`config.mk`:
```
export PLATFORM = sky130hd
export DESIGN_NAME = response_frame_builder_flat
export DESIGN_NICKNAME = d
export VERILOG_FILES = /design/src/rtl/response_frame_builder_if.sv /design/src/rtl/response_frame_builder.sv /design/src/flat_wrapper.sv
export SDC_FILE = /design/constraint.sdc
export NUM_CORES = 1
export LEC_CHECK = 0
export BUFFER_PORTS_ARGS = -buffer_cell sky130_fd_sc_hd__clkbuf_2
export CORE_MARGIN = 4
export CORE_UTILIZATION = 25
export DETAILED_ROUTE_END_ITERATION = 8
export PLACE_DENSITY = 0.5
export SLEW_MARGIN = 10
export SYNTH_ARGS = -nofsm -noshare
export SYNTH_HDL_FRONTEND = slang
export SYNTH_SLANG_ARGS = --single-unit
```
`constraint.sdc`:
```
create_clock -name clk -period 3.9 [get_ports clk]
set_input_delay 0.585 -clock clk [delete_from_list [all_inputs] [get_ports clk]]
set_output_delay 0.585 -clock clk [all_outputs]
set_load 0.005 [all_outputs]
```
`src/rtl/response_frame_builder_if.sv`:
```
// Handshake and field bundle between the response requester, the frame builder
// and the TX FIFO. The requester side uses master, the builder uses slave.
interface response_frame_builder_if;
  logic        build_start;
  logic [7:0]  status_code;
  logic [7:0]  cmd_echo;
  logic        is_read;
  logic [31:0] rsp_addr;
  logic [31:0] rsp_data;
  logic [2:0]  data_len;
  logic [7:0]  tx_data;
  logic        tx_valid;
  logic        tx_ready;
  logic        busy;
  logic        build_done;
  logic [7:0]  crc_out;

  modport master (
    output build_start, status_code, cmd_echo, is_read, rsp_addr, rsp_data,
           data_len, tx_ready,
    input  tx_data, tx_valid, busy, build_done, crc_out
  );

  modport slave (
    input  build_start, status_code, cmd_echo, is_read, rsp_addr, rsp_data,
           data_len, tx_ready,
    output tx_data, tx_valid, busy, build_done, crc_out
  );
endinterface

```
`src/rtl/response_frame_builder.sv`:
```
// Serializes a device-to-host response frame (SOF, status, command echo,
// optional address/data, CRC8) byte by byte over a valid/ready stream.
module response_frame_builder #(
  parameter logic [7:0] SOF_RSP        = 8'h5A,
  parameter logic [7:0] CRC_POLY       = 8'h07,
  parameter int         MAX_DATA_BYTES = 4
) (
  input  logic                     clk,
  input  logic                     rst,
  response_frame_builder_if.slave  bus
);

  localparam logic [2:0] MAX_LEN   = 3'(MAX_DATA_BYTES);
  localparam logic [7:0] STATUS_OK = 8'h00;

  typedef enum logic [2:0] {
    S_IDLE,
    S_SOF,
    S_STATUS,
    S_CMD,
    S_ADDR,
    S_DATA,
    S_CRC,
    S_DONE
  } state_t;

  state_t      state_reg, state_next;
  logic [7:0]  status_reg, status_next;
  logic [7:0]  cmd_reg, cmd_next;
  logic        is_read_reg, is_read_next;
  logic [31:0] addr_reg, addr_next;
  logic [31:0] data_reg, data_next;
  logic [2:0]  len_reg, len_next;
  logic [1:0]  addr_idx_reg, addr_idx_next;
  logic [2:0]  data_idx_reg, data_idx_next;
  logic [7:0]  crc_acc_reg, crc_acc_next;
  logic [7:0]  crc_out_reg, crc_out_next;

  logic        emit;
  logic [7:0]  tx_byte;
  logic [7:0]  addr_bytes [4];
  logic [7:0]  data_bytes [4];
  logic [7:0]  crc_stage  [9];
  logic [7:0]  crc_upd;
  logic [2:0]  len_clamped;

  genvar gi;
  generate
    for (gi = 0; gi < 4; gi++) begin : g_bytes
      assign addr_bytes[gi] = addr_reg[gi*8 +: 8];
      assign data_bytes[gi] = data_reg[gi*8 +: 8];
    end
  endgenerate

  // Unrolled MSB-first CRC8 over the byte currently on tx_data.
  assign crc_stage[0] = crc_acc_reg ^ tx_byte;
  generate
    for (gi = 0; gi < 8; gi++) begin : g_crc
      assign crc_stage[gi+1] = crc_stage[gi][7] ? ({crc_stage[gi][6:0], 1'b0} ^ CRC_POLY)
                                                : {crc_stage[gi][6:0], 1'b0};
    end
  endgenerate
  assign crc_upd = crc_stage[8];

  assign len_clamped = (bus.data_len == 3'd0 || bus.data_len > MAX_LEN) ? MAX_LEN
                                                                       : bus.data_len;

  // Output byte mux; depends only on registered state so it holds during stalls.
  always_comb begin
    emit    = 1'b0;
    tx_byte = 8'h00;
    case (state_reg)
      S_SOF: begin
        emit    = 1'b1;
        tx_byte = SOF_RSP;
      end
      S_STATUS: begin
        emit    = 1'b1;
        tx_byte = status_reg;
      end
      S_CMD: begin
        emit    = 1'b1;
        tx_byte = cmd_reg;
      end
      S_ADDR: begin
        emit    = 1'b1;
        tx_byte = addr_bytes[addr_idx_reg];
      end
      S_DATA: begin
        emit    = 1'b1;
        tx_byte = data_bytes[data_idx_reg[1:0]];
      end
      S_CRC: begin
        emit    = 1'b1;
        tx_byte = crc_acc_reg;
      end
      default: begin
        emit    = 1'b0;
        tx_byte = 8'h00;
      end
    endcase
  end

  always_comb begin
    state_next    = state_reg;
    status_next   = status_reg;
    cmd_next      = cmd_reg;
    is_read_next  = is_read_reg;
    addr_next     = addr_reg;
    data_next     = data_reg;
    len_next      = len_reg;
    addr_idx_next = addr_idx_reg;
    data_idx_next = data_idx_reg;
    crc_acc_next  = crc_acc_reg;
    crc_out_next  = crc_out_reg;

    case (state_reg)
      S_IDLE: begin
        if (bus.build_start) begin
          status_next   = bus.status_code;
          cmd_next      = bus.cmd_echo;
          is_read_next  = bus.is_read;
          addr_next     = bus.rsp_addr;
          data_next     = bus.rsp_data;
          len_next      = len_clamped;
          addr_idx_next = 2'd0;
          data_idx_next = 3'd0;
          crc_acc_next  = 8'h00;
          state_next    = S_SOF;
        end
      end
      S_SOF: begin
        if (bus.tx_ready) state_next = S_STATUS;
      end
      S_STATUS: begin
        if (bus.tx_ready) begin
          crc_acc_next = crc_upd;
          state_next   = S_CMD;
        end
      end
      S_CMD: begin
        if (bus.tx_ready) begin
          crc_acc_next = crc_upd;
          state_next   = (is_read_reg && status_reg == STATUS_OK) ? S_ADDR : S_CRC;
        end
      end
      S_ADDR: begin
        if (bus.tx_ready) begin
          crc_acc_next  = crc_upd;
          addr_idx_next = addr_idx_reg + 2'd1;
          if (addr_idx_reg == 2'd3) state_next = S_DATA;
        end
      end
      S_DATA: begin
        if (bus.tx_ready) begin
          crc_acc_next = crc_upd;
          if (data_idx_reg == len_reg - 3'd1) begin
            data_idx_next = 3'd0;
            state_next    = S_CRC;
          end else begin
            data_idx_next = data_idx_reg + 3'd1;
          end
        end
      end
      S_CRC: begin
        if (bus.tx_ready) begin
          crc_out_next = crc_acc_reg;
          state_next   = S_DONE;
        end
      end
      S_DONE: begin
        state_next = S_IDLE;
      end
      default: begin
        state_next = S_IDLE;
      end
    endcase
  end

  always_ff @(posedge clk or posedge rst) begin
    if (rst) begin
      state_reg    <= S_IDLE;
      status_reg   <= 8'h00;
      cmd_reg      <= 8'h00;
      is_read_reg  <= 1'b0;
      addr_reg     <= 32'h0;
      data_reg     <= 32'h0;
      len_reg      <= 3'd0;
      addr_idx_reg <= 2'd0;
      data_idx_reg <= 3'd0;
      crc_acc_reg  <= 8'h00;
      crc_out_reg  <= 8'h00;
    end else begin
      state_reg    <= state_next;
      status_reg   <= status_next;
      cmd_reg      <= cmd_next;
      is_read_reg  <= is_read_next;
      addr_reg     <= addr_next;
      data_reg     <= data_next;
      len_reg      <= len_next;
      addr_idx_reg <= addr_idx_next;
      data_idx_reg <= data_idx_next;
      crc_acc_reg  <= crc_acc_next;
      crc_out_reg  <= crc_out_next;
    end
  end

  assign bus.tx_valid   = emit;
  assign bus.tx_data    = tx_byte;
  assign bus.busy       = (state_reg != S_IDLE);
  assign bus.build_done = (state_reg == S_DONE);
  assign bus.crc_out    = crc_out_reg;

endmodule

```
`src/flat_wrapper.sv`:
```
// flat-port wrapper written by rule: the top's interface ports become plain ports
module response_frame_builder_flat 
#(
  parameter logic [7:0] SOF_RSP        = 8'h5A,
  parameter logic [7:0] CRC_POLY       = 8'h07,
  parameter int         MAX_DATA_BYTES = 4
)
  (clk, rst, bus_build_start, bus_status_code, bus_cmd_echo, bus_is_read, bus_rsp_addr, bus_rsp_data, bus_data_len, bus_tx_ready, bus_tx_data, bus_tx_valid, bus_busy, bus_build_done, bus_crc_out);
  response_frame_builder_if bus_i ();
  input  logic clk;
  input  logic rst;
  input wire logic [$bits(bus_i.build_start)-1:0] bus_build_start;
  input wire logic [$bits(bus_i.status_code)-1:0] bus_status_code;
  input wire logic [$bits(bus_i.cmd_echo)-1:0] bus_cmd_echo;
  input wire logic [$bits(bus_i.is_read)-1:0] bus_is_read;
  input wire logic [$bits(bus_i.rsp_addr)-1:0] bus_rsp_addr;
  input wire logic [$bits(bus_i.rsp_data)-1:0] bus_rsp_data;
  input wire logic [$bits(bus_i.data_len)-1:0] bus_data_len;
  input wire logic [$bits(bus_i.tx_ready)-1:0] bus_tx_ready;
  output wire logic [$bits(bus_i.tx_data)-1:0] bus_tx_data;
  output wire logic [$bits(bus_i.tx_valid)-1:0] bus_tx_valid;
  output wire logic [$bits(bus_i.busy)-1:0] bus_busy;
  output wire logic [$bits(bus_i.build_done)-1:0] bus_build_done;
  output wire logic [$bits(bus_i.crc_out)-1:0] bus_crc_out;
  assign bus_i.build_start = bus_build_start;
  assign bus_i.status_code = bus_status_code;
  assign bus_i.cmd_echo = bus_cmd_echo;
  assign bus_i.is_read = bus_is_read;
  assign bus_i.rsp_addr = bus_rsp_addr;
  assign bus_i.rsp_data = bus_rsp_data;
  assign bus_i.data_len = bus_data_len;
  assign bus_i.tx_ready = bus_tx_ready;
  assign bus_tx_data = bus_i.tx_data;
  assign bus_tx_valid = bus_i.tx_valid;
  assign bus_busy = bus_i.busy;
  assign bus_build_done = bus_i.build_done;
  assign bus_crc_out = bus_i.crc_out;
  response_frame_builder #(.SOF_RSP(SOF_RSP), .CRC_POLY(CRC_POLY), .MAX_DATA_BYTES(MAX_DATA_BYTES)) u_core (.clk(clk), .rst(rst), .bus(bus_i));
endmodule
```
==> results.sh <==
export IMPL_outcome="completed"
export IMPL_fin_crit_ns=3.15
export IMPL_cts_sinks=108
export IMPL_m1WireLength_mm=7.41
export IMPL_maxSlewViolCount=0
export IMPL_ir_drop_mv=0.261
export IMPL_drt_iter0_drc=378
export IMPL_top_layer_used="met4"
export IMPL_grt_usage=0.129
export IMPL_p_leak_uw=0.00335
export IMPL_synthArstFlopShare=1.00
export IMPL_ys_flop_type="dfrtp_1"
export IMPL_cp_max_fo=22
export IMPL_portBuffers=106
export IMPL_cp_endpoint="bus_tx_data[5]"
export IMPL_synth_area_leaders="dfrtp_1, nand2_1, mux4_2"
export IMPL_clk_pin_slew_ns=0.08
export IMPL_met3_length_microns=672
export IMPL_wl_per_cell_microns=15.9
export IMPL_drtPass1Iterations=4
export IMPL_die_width_microns=157
export IMPL_synth_edf_count=0
export IMPL_dp_cells=948
export IMPL_hold_slack_ns=0.365
export IMPL_path_class="reg -> out"
export IMPL_ctsHtreeMaxLevel=3
export IMPL_num_io_pins=107
export IMPL_met2RoutedLength_mm=6.96
export IMPL_place_hpwl_mm=11.4
export IMPL_max_cap_viol_count=0
export IMPL_diodes=0
export IMPL_synth_largest_area_cell="dfrtp_1"
export IMPL_gp_congestion=0.803
export IMPL_yosysMostFrequentCell="nand2_1"
export IMPL_crit_required_ns=3.31
export IMPL_cts_made_buffers=9
export IMPL_synth_seq_cells=108
export IMPL_tightestPinTransition_ns=0.944
export IMPL_power_density_mw_per_mm2=868
export IMPL_cts_root_buffer="clkbuf_16"
export IMPL_core_rowCount=54
export IMPL_slew_headroom=0.371
export IMPL_cts_setup_buffers=0
export IMPL_end_kind="output port"
export IMPL_die_h_microns=157
export IMPL_vias=4254
export IMPL_grt_max_degree=59
export IMPL_final_layout_size_suffix_gt1_frac=0.245
export IMPL_drc=0
export IMPL_initial_core_util=0.254
export IMPL_netlist_top_cells_count="nand2_1, dfrtp_1, clkbuf_1"
export IMPL_syn_area_sq_mm=0.00555
export IMPL_hold_violations=0
export IMPL_synth_distinct_cells=67
export IMPL_grt_overflow=0
export IMPL_postSynthAreaPerCell_sq_um=9.35
export IMPL_rsz0062_at_grt="no"
export IMPL_skew_ns=0.0111
export IMPL_fmax_ghz=0.318
export IMPL_cts_resized=0
export IMPL_synth_top_area_frac=0.487
export IMPL_grt_pass1_wl_mm=24.2
export IMPL_arrival_ns=2.56
export IMPL_rr_startpoint="u_core.state_reg[0]"
export IMPL_r2r_end="u_core.crc_acc_reg[5]"
export IMPL_synth_fp_nets=688
export IMPL_crit_start="u_core.state_reg[0]"
export IMPL_tns_ns=0
export IMPL_ant_nets=0
export IMPL_layout_area_overhead_vs_synth_pct=18.9
export IMPL_clock_latency_ns=0.36
export IMPL_fillCellCount=2348
export IMPL_hold_class="in -> async"
export IMPL_core_area_sq_mm=0.0218
export IMPL_post_place_ws_ns=1.05
export IMPL_reg2reg_slack_ns=1.02
export IMPL_syn_instance_count=593
export IMPL_cts_buffer_depth=2
export IMPL_num_nets_final=774
export IMPL_fin_ws_ns=0.751
export IMPL_cts_tree="built"
export IMPL_timing_final_crit_share=0.807
export IMPL_grt_pass1_vias=4382
export IMPL_synth_seq_area_share=0.487
export IMPL_final_cells=963
export IMPL_antenna_found_initial=0
export IMPL_hold_buffers=0
export IMPL_r2r_cells=8
export IMPL_setup_viol=0
export IMPL_yosys_warnings=0
export IMPL_wl_mm=15.3
export IMPL_dieArea_sq_mm=0.0246
export IMPL_viasPerCell=4.42
export IMPL_cp_start_kind="flip-flop"
[power breakdown]
group	internal, uW	leakage [uW]	switching (uW)
combinational	1320	0.00184	1350
sequential	1620	0.00137	523
clock	446	0.000136	460
[stage by stage]
stage / total power (uW) / util / instance area [sq um]
after floorplan: 4170 / - / 5550
after global placement: 4830 / 0.289 / 6310
after detailed placement: 4880 / 0.289 / 6310
after CTS: 5800 / 0.302 / 6600
after global routing: 6250 / 0.302 / 6600
final: 5720 / 0.302 / 6600
[routing by layer]
layer | global-route usage | up-vias
li1 | - | 2123
met1 | 0.182 | 2030
met2 | 0.199 | 87
met3 | 0.0316 | 14
met4 | 0.0322 | 0
met5 | 0 | -
[worst max-delay path, cell delays in order, from the launching register on]
cell and delay (ns):
dfrtp_1 0.88, nor2b_1 0.22, o2bb2ai_1 0.20, a2111oi_2 0.57, inv_1 0.17, clkbuf_2 0.15
[worst min-delay path by stage]
stage,start,to,depth (start not counted)
final,rst,u_core.crc_acc_reg[3],2
after global placement,u_core.addr_reg[20],u_core.addr_reg[20],2
after floorplan,u_core.cmd_reg[1],u_core.cmd_reg[1],2
after detailed placement,u_core.cmd_reg[6],u_core.cmd_reg[6],2
after CTS,bus_rsp_data[28],u_core.data_reg[28],3
after global routing,bus_rsp_data[16],u_core.data_reg[16],3
[cell usage in the layout, fill, tap and decap left out, types with 3 or more instances in the layout]
cell       instances
mux2i_1           11
xor2_1             6
mux4_2             9
clkbuf_16          9
ha_1               7
clkbuf_2         106
inv_1              9
nor2b_1            3
mux4_1             3
o21bai_1           3
nand2_1          268
nand3b_1           3
xnor2_2            5
xnor2_1           10
a22o_1             4
nor2_1            12
a222oi_1           3
dfrtp_1          108
a21oi_1            8
nand2b_1           6
nand3_1            4
inv_6              4
mux2_2             8
nor3_1             8
o21ai_0           13
[layout make-up]
| cell class | instances | area (sq um) | area share |
|---|---|---|---|
| multi-input cells | 441 | 2640 | 0.400 |
| inverters | 10 | 40.0 | 0.00607 |
| well taps | 280 | 350 | 0.0531 |
| flip-flops and latches | 108 | 2700 | 0.410 |
| repair buffers | 109 | 578 | 0.0876 |
| clock buffers | 9 | 225 | 0.0341 |
| clock inverters | 6 | 58.8 | 0.00892 |
[cell families after synthesis]
logic type	share of synthesized area
flip-flops	0.487
AND/OR/NAND/NOR	0.243
multiplexers	0.0896
AO/OA/AOI/OAI	0.0769
XOR/XNOR	0.0499
buffers and inverters	0.0375
adder cells (fa/ha/maj)	0.0158
Note: power is estimated with default switching activity, not from simulation.
